===== src/rtl/set_lu_acc.sv =====
// rtl/set_lu_acc.sv - set-coverage hit evaluator with saturating hit counter
//
// Purpose: runs a start/samples/last sequence. Each accepted coverage vector
// is decoded into a hit according to the mode captured at start, and hits
// are counted with saturation. Results are registered, one cycle latency.
//
// Ports:
//   clk          clock, all state on rising edge
//   rst          synchronous active-high reset
//   start_i      begins a run (honoured only when idle)
//   mode_i       hit-logic mode, captured on an accepted start
//   cov_valid_i  covered_i / cov_last_i valid
//   covered_i    bit k = point covered by set k; MSB is set "A"
//   cov_last_i   final sample of the run
//   cov_ready_o  sample accepted when high together with cov_valid_i
//   hit_o        registered hit of the last accepted sample
//   hit_valid_o  one-cycle pulse per accepted sample
//   cnt_o        running hit count (saturating)
//   sat_o        sticky counter-saturated flag for the run
//   busy_o       run in progress (RUN or DONE)
//   done_o       one-cycle pulse at run end
module set_lu_acc #(
  parameter int N_SET   = 3,
  parameter int CNT_W   = 8,
  parameter int MODE_SZ = 3
) (
  input  logic               clk,
  input  logic               rst,
  input  logic               start_i,
  input  logic [MODE_SZ-1:0] mode_i,
  input  logic               cov_valid_i,
  input  logic [N_SET-1:0]   covered_i,
  input  logic               cov_last_i,
  output logic               cov_ready_o,
  output logic               hit_o,
  output logic               hit_valid_o,
  output logic [CNT_W-1:0]   cnt_o,
  output logic               sat_o,
  output logic               busy_o,
  output logic               done_o
);

  typedef enum logic [1:0] {
    S_IDLE = 2'd0,
    S_RUN  = 2'd1,
    S_DONE = 2'd2
  } state_t;

  state_t             state;
  state_t             state_nxt;
  logic [MODE_SZ-1:0] mode_buf;
  logic [3:0]         pop;
  logic               hit_comb;
  logic               accept;

  assign accept = cov_valid_i && cov_ready_o;

  // Population count of the coverage vector (N_SET <= 8 fits in 4 bits).
  always_comb begin
    pop = 4'd0;
    for (int k = 0; k < N_SET; k++) begin
      pop = pop + {3'b000, covered_i[k]};
    end
  end

  always_comb begin
    hit_comb = 1'b0;
    case (mode_buf)
      MODE_SZ'(1): hit_comb = covered_i[N_SET-1];
      MODE_SZ'(2): hit_comb = &covered_i;
      MODE_SZ'(3): hit_comb = (pop == 4'd1);
      MODE_SZ'(4): hit_comb = (pop == 4'd2);
      default:     hit_comb = 1'b0;
    endcase
  end

  always_ff @(posedge clk) begin
    if (rst) begin
      state <= S_IDLE;
    end else begin
      state <= state_nxt;
    end
  end

  always_comb begin
    state_nxt   = state;
    cov_ready_o = 1'b0;
    busy_o      = 1'b0;
    done_o      = 1'b0;
    case (state)
      S_IDLE: begin
        if (start_i) begin
          state_nxt = S_RUN;
        end
      end
      S_RUN: begin
        cov_ready_o = 1'b1;
        busy_o      = 1'b1;
        if (cov_valid_i && cov_last_i) begin
          state_nxt = S_DONE;
        end
      end
      S_DONE: begin
        busy_o    = 1'b1;
        done_o    = 1'b1;
        state_nxt = S_IDLE;
      end
      default: begin
        state_nxt = S_IDLE;
      end
    endcase
  end

  always_ff @(posedge clk) begin
    if (rst) begin
      mode_buf    <= '0;
      cnt_o       <= '0;
      sat_o       <= 1'b0;
      hit_o       <= 1'b0;
      hit_valid_o <= 1'b0;
    end else begin
      hit_valid_o <= 1'b0;
      if (state == S_IDLE && start_i) begin
        mode_buf <= mode_i;
        cnt_o    <= '0;
        sat_o    <= 1'b0;
      end
      if (accept) begin
        hit_valid_o <= 1'b1;
        hit_o       <= hit_comb;
        if (hit_comb) begin
          // Counter holds at all-ones; the overflowing hit flags saturation.
          if (&cnt_o) begin
            sat_o <= 1'b1;
          end else begin
            cnt_o <= cnt_o + CNT_W'(1);
          end
        end
      end
    end
  end

endmodule


===== config.mk =====
export PLATFORM = sky130hd
export DESIGN_NAME = set_lu_acc
export DESIGN_NICKNAME = d
export VERILOG_FILES = /design/src/rtl/set_lu_acc.sv
export SDC_FILE = /design/constraint.sdc
export NUM_CORES = 1
export LEC_CHECK = 0
export CAP_MARGIN = 20
export CORE_MARGIN = 5
export CORE_UTILIZATION = 35
export CTS_BUF_LIST = sky130_fd_sc_hd__clkbuf_2 sky130_fd_sc_hd__clkbuf_4 sky130_fd_sc_hd__clkbuf_8
export CTS_CLUSTER_DIAMETER = 60
export DETAILED_ROUTE_END_ITERATION = 8
export HOLD_SLACK_MARGIN = 0.12
export SKIP_CTS_REPAIR_TIMING = 1
export SYNTH_ARGS = -nofsm -noshare
export SYNTH_HDL_FRONTEND = slang
export SYNTH_SLANG_ARGS = --single-unit

===== constraint.sdc =====
create_clock -name clk -period 6.65 [get_ports clk]
set_input_delay 1.33 -clock clk [delete_from_list [all_inputs] [get_ports clk]]
set_output_delay 1.33 -clock clk [all_outputs]
set_load 0.03 [all_outputs]

# Word level (Yosys, flattened, before mapping)
# Cells that the tools add are included.
[classes]
eq_ne = 10
muxes = 16
addsub = 3
reduce_logical = 8
[ops]
columns = ["op", "count"]
rows = [
  ["8-bit 2-to-1 mux", 4],
  ["3-bit by 2-bit == test with 1-bit output, second input constant", 3],
  ["8-bit by 1-bit adder with 8-bit output, second input constant", 1],
  ["1-bit 2-to-1 mux", 8],
  ["8-bit AND reduction", 1],
  ["3-bit by 1-bit == test with 1-bit output, second input constant", 2],
  ["2-bit 2-to-1 mux", 2],
  ["2-bit != test, second input constant", 2],
  ["1-bit case mux with 4 select lines", 1],
  ["2-bit case mux with 2 select lines", 1],
  ["2-bit by 1-bit adder with 3-bit output", 1],
  ["3-bit == test, second input constant", 1],
  ["1-bit logical AND", 3],
  ["3-bit AND reduction", 1],
  ["1-bit by 1-bit adder with 2-bit output", 1],
  ["2-bit by 1-bit == test with 1-bit output, second input constant", 1],
  ["2-bit == test, second input constant", 1],
  ["2-bit zero test", 1],
  ["2-bit AND reduction", 1],
  ["2-bit OR reduction", 1],
]
[word_totals]
register_bits = 16

# Depth between registers and ports, before layout
# Gate-level depths: netlist of the first run.
[logic_depth]
depth_word = 6
mapped_depth = 6
ltp_nobuf = 6

# Worst setup path after synthesis of the first run
# No wires, ideal clock.
[synth_path]
kind = "input-to-reg"
startpoint = "in covered_i[0]"
endpoint = "reg cnt_o[6]"
path_stages = 6
path_slack_ps = 3315
arrival_time_ps = 3199
t_required_ps = 6515
setup_time_ps = 135
cell_sequence = "inv_1 > fa_1 > or4b_4 > a221o_2 > nor4b_1 > a2111oi_2"
[synth_via]
elab_chain_len = 6
[synth_lines]
columns = ["element", "line", "source"]
rows = [
  ["start: declaration", "32", "input logic [N_SET-1:0] covered_i,"],
  ["1-bit by 1-bit adder with 2-bit output", "62", "pop = pop + {3'b000, covered_i[k]};"],
  ["2-bit by 1-bit adder with 3-bit output", "62", ""],
  ["3-bit by 2-bit == test with 1-bit output / 3-bit by 1-bit == test with 1-bit output (equally long branches)", "72, 71", ""],
  ["1-bit case mux with 4 select lines (*)", "68", "case (mode_buf)"],
  ["8-bit 2-to-1 mux (*)", "131", "if (hit_comb) begin"],
  ["8-bit 2-to-1 mux (*)", "128", "if (accept) begin"],
  ["end signal: assignment", "136", "cnt_o <= cnt_o + CNT_W'(1);"],
  ["end: declaration", "37", "output logic [CNT_W-1:0] cnt_o,"],
]
# Every way passes the cells marked *; elsewhere a longest branch is shown, timed or not.
# A chain may end at the register's enable or synchronous reset.

# Final worst setup path of the first run
# Same ends and word-level chain as after synthesis.

==> results.yml, run 1 <==
worst_setup_path:
  r2r_end: "cnt_o[6]"
  rr_startpoint: "mode_buf[0]"
  crit_path_top_delay_cell: "fa_1"
  start_kind: "input pin"
  reg2reg_slack_ns: 4.70
  rr_worst_depth: 4
  crit_chain: "clkdlybuf4s50_1 -> inv_1 -> fa_1 -> or4b_4 -> a221oi_4 -> nand2_4 -> a2111oi_2"
  critPathKind: "in -> reg"
  max_stage_delay_ns: 0.55
  crit_fanout: 10
  worstPathRequired_ns: 6.84
  worstSetupEndpointType: "flop"
  crit_arrival_ns: 3.86
yosys:
  ys_seq_area_share_pct: 32.7
  synthCells: 112
  dominantRegCellSynth: "dfxtp_1"
  synth_area_leader_cell: "dfxtp_1"
  syn-num-nets: 129
  synthTopCellsByArea: "dfxtp_1 (33%), ha_1 (6.4%), nand2_1 (4.2%)"
  syn_avg_cell_area_sq_um: 8.75
  synth_warnings: 0
  synth_common_cells: "dfxtp_1 (16), nand2_1 (11), a21oi_1 (7), nand3_1 (7)"
  async_flop_share_pct: 0
  ys_ff_latch: 16
  synth-edff-count: 0
  synth_top_cell_area_share_pct: 32.7
  synth_most_common_cell: "dfxtp_1"
  ys_types: 39
  netlist_area_sq_um: 980
clocking:
  cts_buffers: 3
  clk_path_buf_depth: 2
  clk_pin_slew_ns: 0.10
  clkLatencyLatePin_ns: 0.29
  clkSinkCount: 16
  clockRootBuffer: "clkbuf_4"
  cts_tree: "done"
  ctsHtreeMaxLevel: 1
route:
  route.detailed.drc: 0
  postRouteAntennaNets: 0
  vias: 926
  drtIter0Drc: 39
  vias_per_cell: 5.51
  wl_per_cell_microns: 13.8
  drt-total-wl_microns: 2310
  dr.pass1.iters: 4
status:
  status: "completed"
sta:
  max-slew-margin-rel_pct: 50.7
  hold_viol: 0
  fin_setup_tns_ns: 0
  period_minus_slack_ns: 3.67
  rsz0062_at_grt: "false"
  fmax_mhz: 273
  finClkSkew_ns: 0.00146
  period_share_pct: 55.1
  worst_slew_pin_slew_ns: 0.737
  final.setup.worst_slack_ns: 2.98
  setup_viol: 0
  slew_violations: 0
cells_and_area:
  nNetsFinal: 155
  final_layout_size_suffix_gt1_share_pct: 8.03
  n_antenna_cell: 0
  multi_input_area_sq_um: 626
  nFillCells: 293
  ff_latch_area_sq_um: 320
  area_growth_pct: 31.0
pwr:
  power.total_w: 0.000240
  p_seq_share_pct: 43.4
  power_frac_clock_pct: 27.7
  leakage_nw: 0.470
  p_sw_w: 0.0000779
  p_comb_share_pct: 28.9
  powerDensity_nw_per_um2: 187
  power.share.switching_pct: 32.5
  peakVddDrop_mv: 0.106
  p_int_w: 0.000162
floorplan:
  die_w_microns: 62.9
  ioPinCount: 25
  die_h_microns: 62.9
  rows: 19
  core-area_sq_um: 2710
  start_util_pct: 36.1
  die_area_sq_um: 3960
global_routing:
  grt_overflow: 0
  grt_first_pass_wirelength_microns: 4100
  antenna_found_initial: 0
  grt_max_degree: 22
  grt_pass1_vias: 928
  grt_use_total_pct: 12.4
worst_hold_path:
  holdPathEnd: "hit_o"
  min_from: "hit_o"
  whs_path_depth: 2
  holdCritPathClass: "reg -> reg"
place:
  preCtsSetupSlack_ns: 2.65
  hpwl_microns: 1740
  port_buffers: 24
  globalplace.congestion: 0.768
flow_run:
  drv_cap: 0
-- layout make-up --
class / count / share of cell area, %
timing repair buffer: 24 / 18.7
inverter: 6 / 1.75
tap: 31 / 3.02
clock buffer: 4 / 2.83
sequential: 16 / 25.0
multi-input combinational: 87 / 48.7
-- how the worst max path moves through the flow --
stage	start	to	slack (ns)
after detailed placement	covered_i[0]	cnt_o[6]	2.65
final	covered_i[0]	cnt_o[6]	2.98
after global placement	covered_i[0]	cnt_o[6]	2.72
after CTS	covered_i[0]	cnt_o[6]	2.99
after floorplan	covered_i[0]	cnt_o[6]	3.32
after global routing	covered_i[0]	cnt_o[6]	2.88
-- sequential cells by signal, indices dropped and copies added (netlist names) --
signal and cells:
mode_buf 3, hit_o 1, hit_valid_o 1, cnt_o 8, sat_o 1, state 2
-- logic make-up after synthesis --
group,after synthesis,share of synthesized area (%)
buffers and inverters,9,3.45
muxes,1,1.02
adders and majority gates,6,8.43
AOI/OAI and AO/OA,31,25.8
and+or+nand+nor,49,28.6
DFF,16,32.7
-- power groups by stage --
stage / Combinational, W / Sequential (W) / Clock, W
floorplan: 0.0000464 / 0.000107 / 0
global placement: 0.0000683 / 0.000106 / 0
detailed placement: 0.0000695 / 0.000106 / 0
CTS: 0.0000699 / 0.000104 / 0.0000698
global route: 0.0000764 / 0.000105 / 0.0000754
finish: 0.0000692 / 0.000104 / 0.0000664
-- routing by layer --
metal	GRT usage, %	part of all wire (%)	wire [microns]
met5	0	0	0
met4	5.57	1.9	43
met3	3.78	5.4	124
met2	19.2	47	1100
met1	15.6	45	1050
-- placed cells by master (no fill, tap or decap), types with 3 or more instances in the layout --
master            n
clkdlybuf4s50_1  24
dfxtp_1          16
nand2_1          11
a21oi_1           7
nand3_1           7
inv_1             6
nor2_1            6
nand2b_1          5
o21ai_0           5
ha_1              5
and3_1            3
a31oi_1           3
and2_1            3
clkbuf_4          3
-- stage by stage --
stage / area (sq um) / std cells / util [%] / hold WS, ns
after floorplan: 980 / 112 / - / 0.454
after global placement: 1250 / 164 / 46.0 / 0.471
after detailed placement: 1250 / 164 / 46.0 / 0.457
after CTS: 1280 / 168 / 47.4 / 0.472
after global routing: 1280 / 168 / 47.4 / 0.492
final: 1280 / 168 / 47.4 / 0.471
-- critical path, delay by kind of cell --
family,cells,cell delay [ns]
compound gates,2,0.82
fa+ha+maj,1,0.55
buf+inv,2,0.55
simple gates,2,0.61
Note: power is estimated with default switching activity, not from simulation.
==> run 2: changes to the inputs <==
==> constraint.sdc (replaced) <==
create_clock -name clk -period 3.8 [get_ports clk]
set_input_delay 0.76 -clock clk [delete_from_list [all_inputs] [get_ports clk]]
set_output_delay 0.76 -clock clk [all_outputs]
set_load 0.03 [all_outputs]
==> results of run 2 <==
The final DEF is identical to that of run 1. Status: completed.
Among the figures that moved: setup slack after placement 2.65 ns -> 0.370 ns; setup slack after layout 2.98 ns -> 0.703 ns; register-to-register setup slack 4.70 ns -> 1.85 ns; total power 0.000240 W -> 0.000419 W; worst IR drop on VDD 0.106 mV -> 0.186 mV
==> run 3: changes to the inputs <==
==> constraint.sdc (replaced) <==
create_clock -name clk -period 2.7 [get_ports clk]
set_input_delay 0.54 -clock clk [delete_from_list [all_inputs] [get_ports clk]]
set_output_delay 0.54 -clock clk [all_outputs]
set_load 0.03 [all_outputs]
==> run 3 against run 2 <==
Setup slack got worse by 0.44 ns. Sequential power up 41%. Critical path depth is the same. Wire length up 1.2%. Highest routed layer unchanged. First-iteration DRC count down 13%. Clock power is 40% higher. Non-clock buffer count is 6 higher. Count of clock-buffer cells in the layout did not move. Via count is 5.9% higher. Cell area rose by 5.8%. Final cell count up 3.6%.
==> results.yml, run 3 (synthesis gave the netlist of run 1 again) <==
sta:
  hold_viol: 0
  worst_slew_pin_slew_ns: 0.419
  slew_violations: 0
  period_share_pct: 90.4
  setup_viol: 0
  max-slew-margin-rel_pct: 72.0
  period_minus_slack_ns: 2.44
  finClkSkew_ns: 0.00292
  fmax_mhz: 410
  rsz0062_at_grt: "false"
route:
  drt-total-wl_microns: 2340
  drtIter0Drc: 34
  dr.pass1.iters: 4
  vias_per_cell: 5.64
  route.detailed.drc: 0
  wl_per_cell_microns: 13.5
  vias: 981
  postRouteAntennaNets: 0
cells_and_area:
  top_regs: "cnt_o: 8 flops, mode_buf: 3 flops, state: 2 flops"
  area_growth_pct: 38.6
  final_common_cell: "clkdlybuf4s50_1"
  final_cell_mix: "clkdlybuf4s50_1 (21), dfxtp_1 (16), nand2_1 (11)"
  max_flop_register: "cnt_o"
  largest_reg_flops: 8
  n_antenna_cell: 0
  ff_latch_area_sq_um: 320
  nNetsFinal: 161
  multi_input_area_sq_um: 647
  final_layout_size_suffix_gt1_share_pct: 14.7
  nFillCells: 278
  final_cell_area_sq_um: 1360
floorplan:
  start_util_pct: 36.1
  die_w_microns: 62.9
  rows: 19
  die_area_sq_um: 3960
  core-area_sq_um: 2710
  ioPinCount: 25
  die_h_microns: 62.9
clocking:
  clockRootBuffer: "clkbuf_4"
  cts_buffers: 3
  ctsHtreeMaxLevel: 1
  clk_pin_slew_ns: 0.10
  cts_tree: "done"
  clk_path_buf_depth: 2
  clkSinkCount: 16
  clkLatencyLatePin_ns: 0.29
worst_hold_path:
  holdCritPathClass: "reg -> reg"
worst_setup_path:
  worstPathRequired_ns: 2.87
  start_kind: "input pin"
  max_stage_delay_ns: 0.54
  crit_fanout: 4
  crit_arrival_ns: 2.61
  worst-path-buf-inv: 2
  crit_family: "compound AO/OA/AOI/OAI gates"
  critPathKind: "in -> reg"
  crit_chain: "dlymetal6s2s_1 -> inv_2 -> fa_1 -> or4b_4 -> a221o_2 -> o311ai_2 -> a31oi_1"
  worstSetupEndpointType: "flop"
  crit_path_top_delay_cell: "fa_1"
global_routing:
  grt_pass1_vias: 1005
  grt_overflow: 0
  grt-busiest-layer: "met2"
  grt_use_met3_pct: 2.70
  use_met1_pct: 14.8
  grt_first_pass_wirelength_microns: 4170
  antenna_found_initial: 0
  use_met2_pct: 21.2
  grt_use_total_pct: 12.5
  grt_max_degree: 13
status:
  status: "completed"
pwr:
  power.total_w: 0.000601
  powerDensity_nw_per_um2: 443
  leakage_nw: 0.527
  peakVddDrop_mv: 0.305
place:
  globalplace.congestion: 0.841
  placed_area_sq_um: 1280
  port_buffers: 24
  hpwl_microns: 1780
flow_run:
  drv_cap: 0
==> run 3: cell count changes in the layout (fill, tap and decap cells not counted) <==
| cell | delta |
|---|---|
| dlymetal6s2s_1 | +3 |
| buf_4 | +6 |
| o21ai_0 | -2 |
| clkdlybuf4s50_1 | -3 |
| inv_1 | -1 |
| o311ai_1 | -2 |
| nor4b_1 | -1 |
| o311ai_2 | +2 |
| o21ai_1 | +2 |
| nor4b_2 | +1 |
| inv_2 | +1 |
==> run 3: report_power, final <==
| part | switching (W) | internal (W) |
|---|---|---|
| Clock | 0.0000800 | 0.0000821 |
| Sequential | 0.00000925 | 0.000247 |
| Combinational | 0.000107 | 0.0000759 |
| Total | 0.000196 | 0.000405 |
==> run 3: area by class of cell <==
cell class | count | share of cell area [%]
Clock buffer | 4 | 2.67
Sequential cell | 16 | 23.6
Timing Repair Buffer | 30 | 21.6
Inverter | 6 | 1.66
Tap cell | 31 | 2.86
Multi-Input combinational cell | 87 | 47.6
==> run 3: tightest hold or removal path, delay by kind of cell, from the launching register on <==
family | cells | cell delay, ns
AND/OR/NAND/NOR | 1 | 0.05
AO/OA/AOI/OAI | 1 | 0.05
flip-flops | 1 | 0.32
==> run 3: metal layers <==
metal	up-vias	share of wire, %
li1	486	-
met1	458	45
met2	35	49
met3	2	4.8
met4	0	0.51
met5	-	0
==> run 3: worst paths after layout <==
kind	cells after the start	slack, ns	to	from
max	7	0.26	cnt_o[2]	covered_i[0]
min	2	0.46	hit_o	hit_o
max reg2reg	4	0.82	cnt_o[2]	mode_buf[0]
min reg2reg	2	0.46	hit_o	hit_o
==> run 3: stage by stage <==
step / utilization, % / setup TNS [ns] / cells / hold slack (ns) / setup slack (ns)
floorplan: - / 0 / 112 / 0.454 / 0.155
global placement: 47.4 / -3.09 / 169 / 0.445 / -0.389
detailed placement: 47.4 / -3.59 / 169 / 0.456 / -0.446
CTS: 48.8 / -0.712 / 173 / 0.471 / -0.119
global route: 50.1 / 0 / 174 / 0.491 / 0.203
finish: 50.1 / 0 / 174 / 0.462 / 0.258
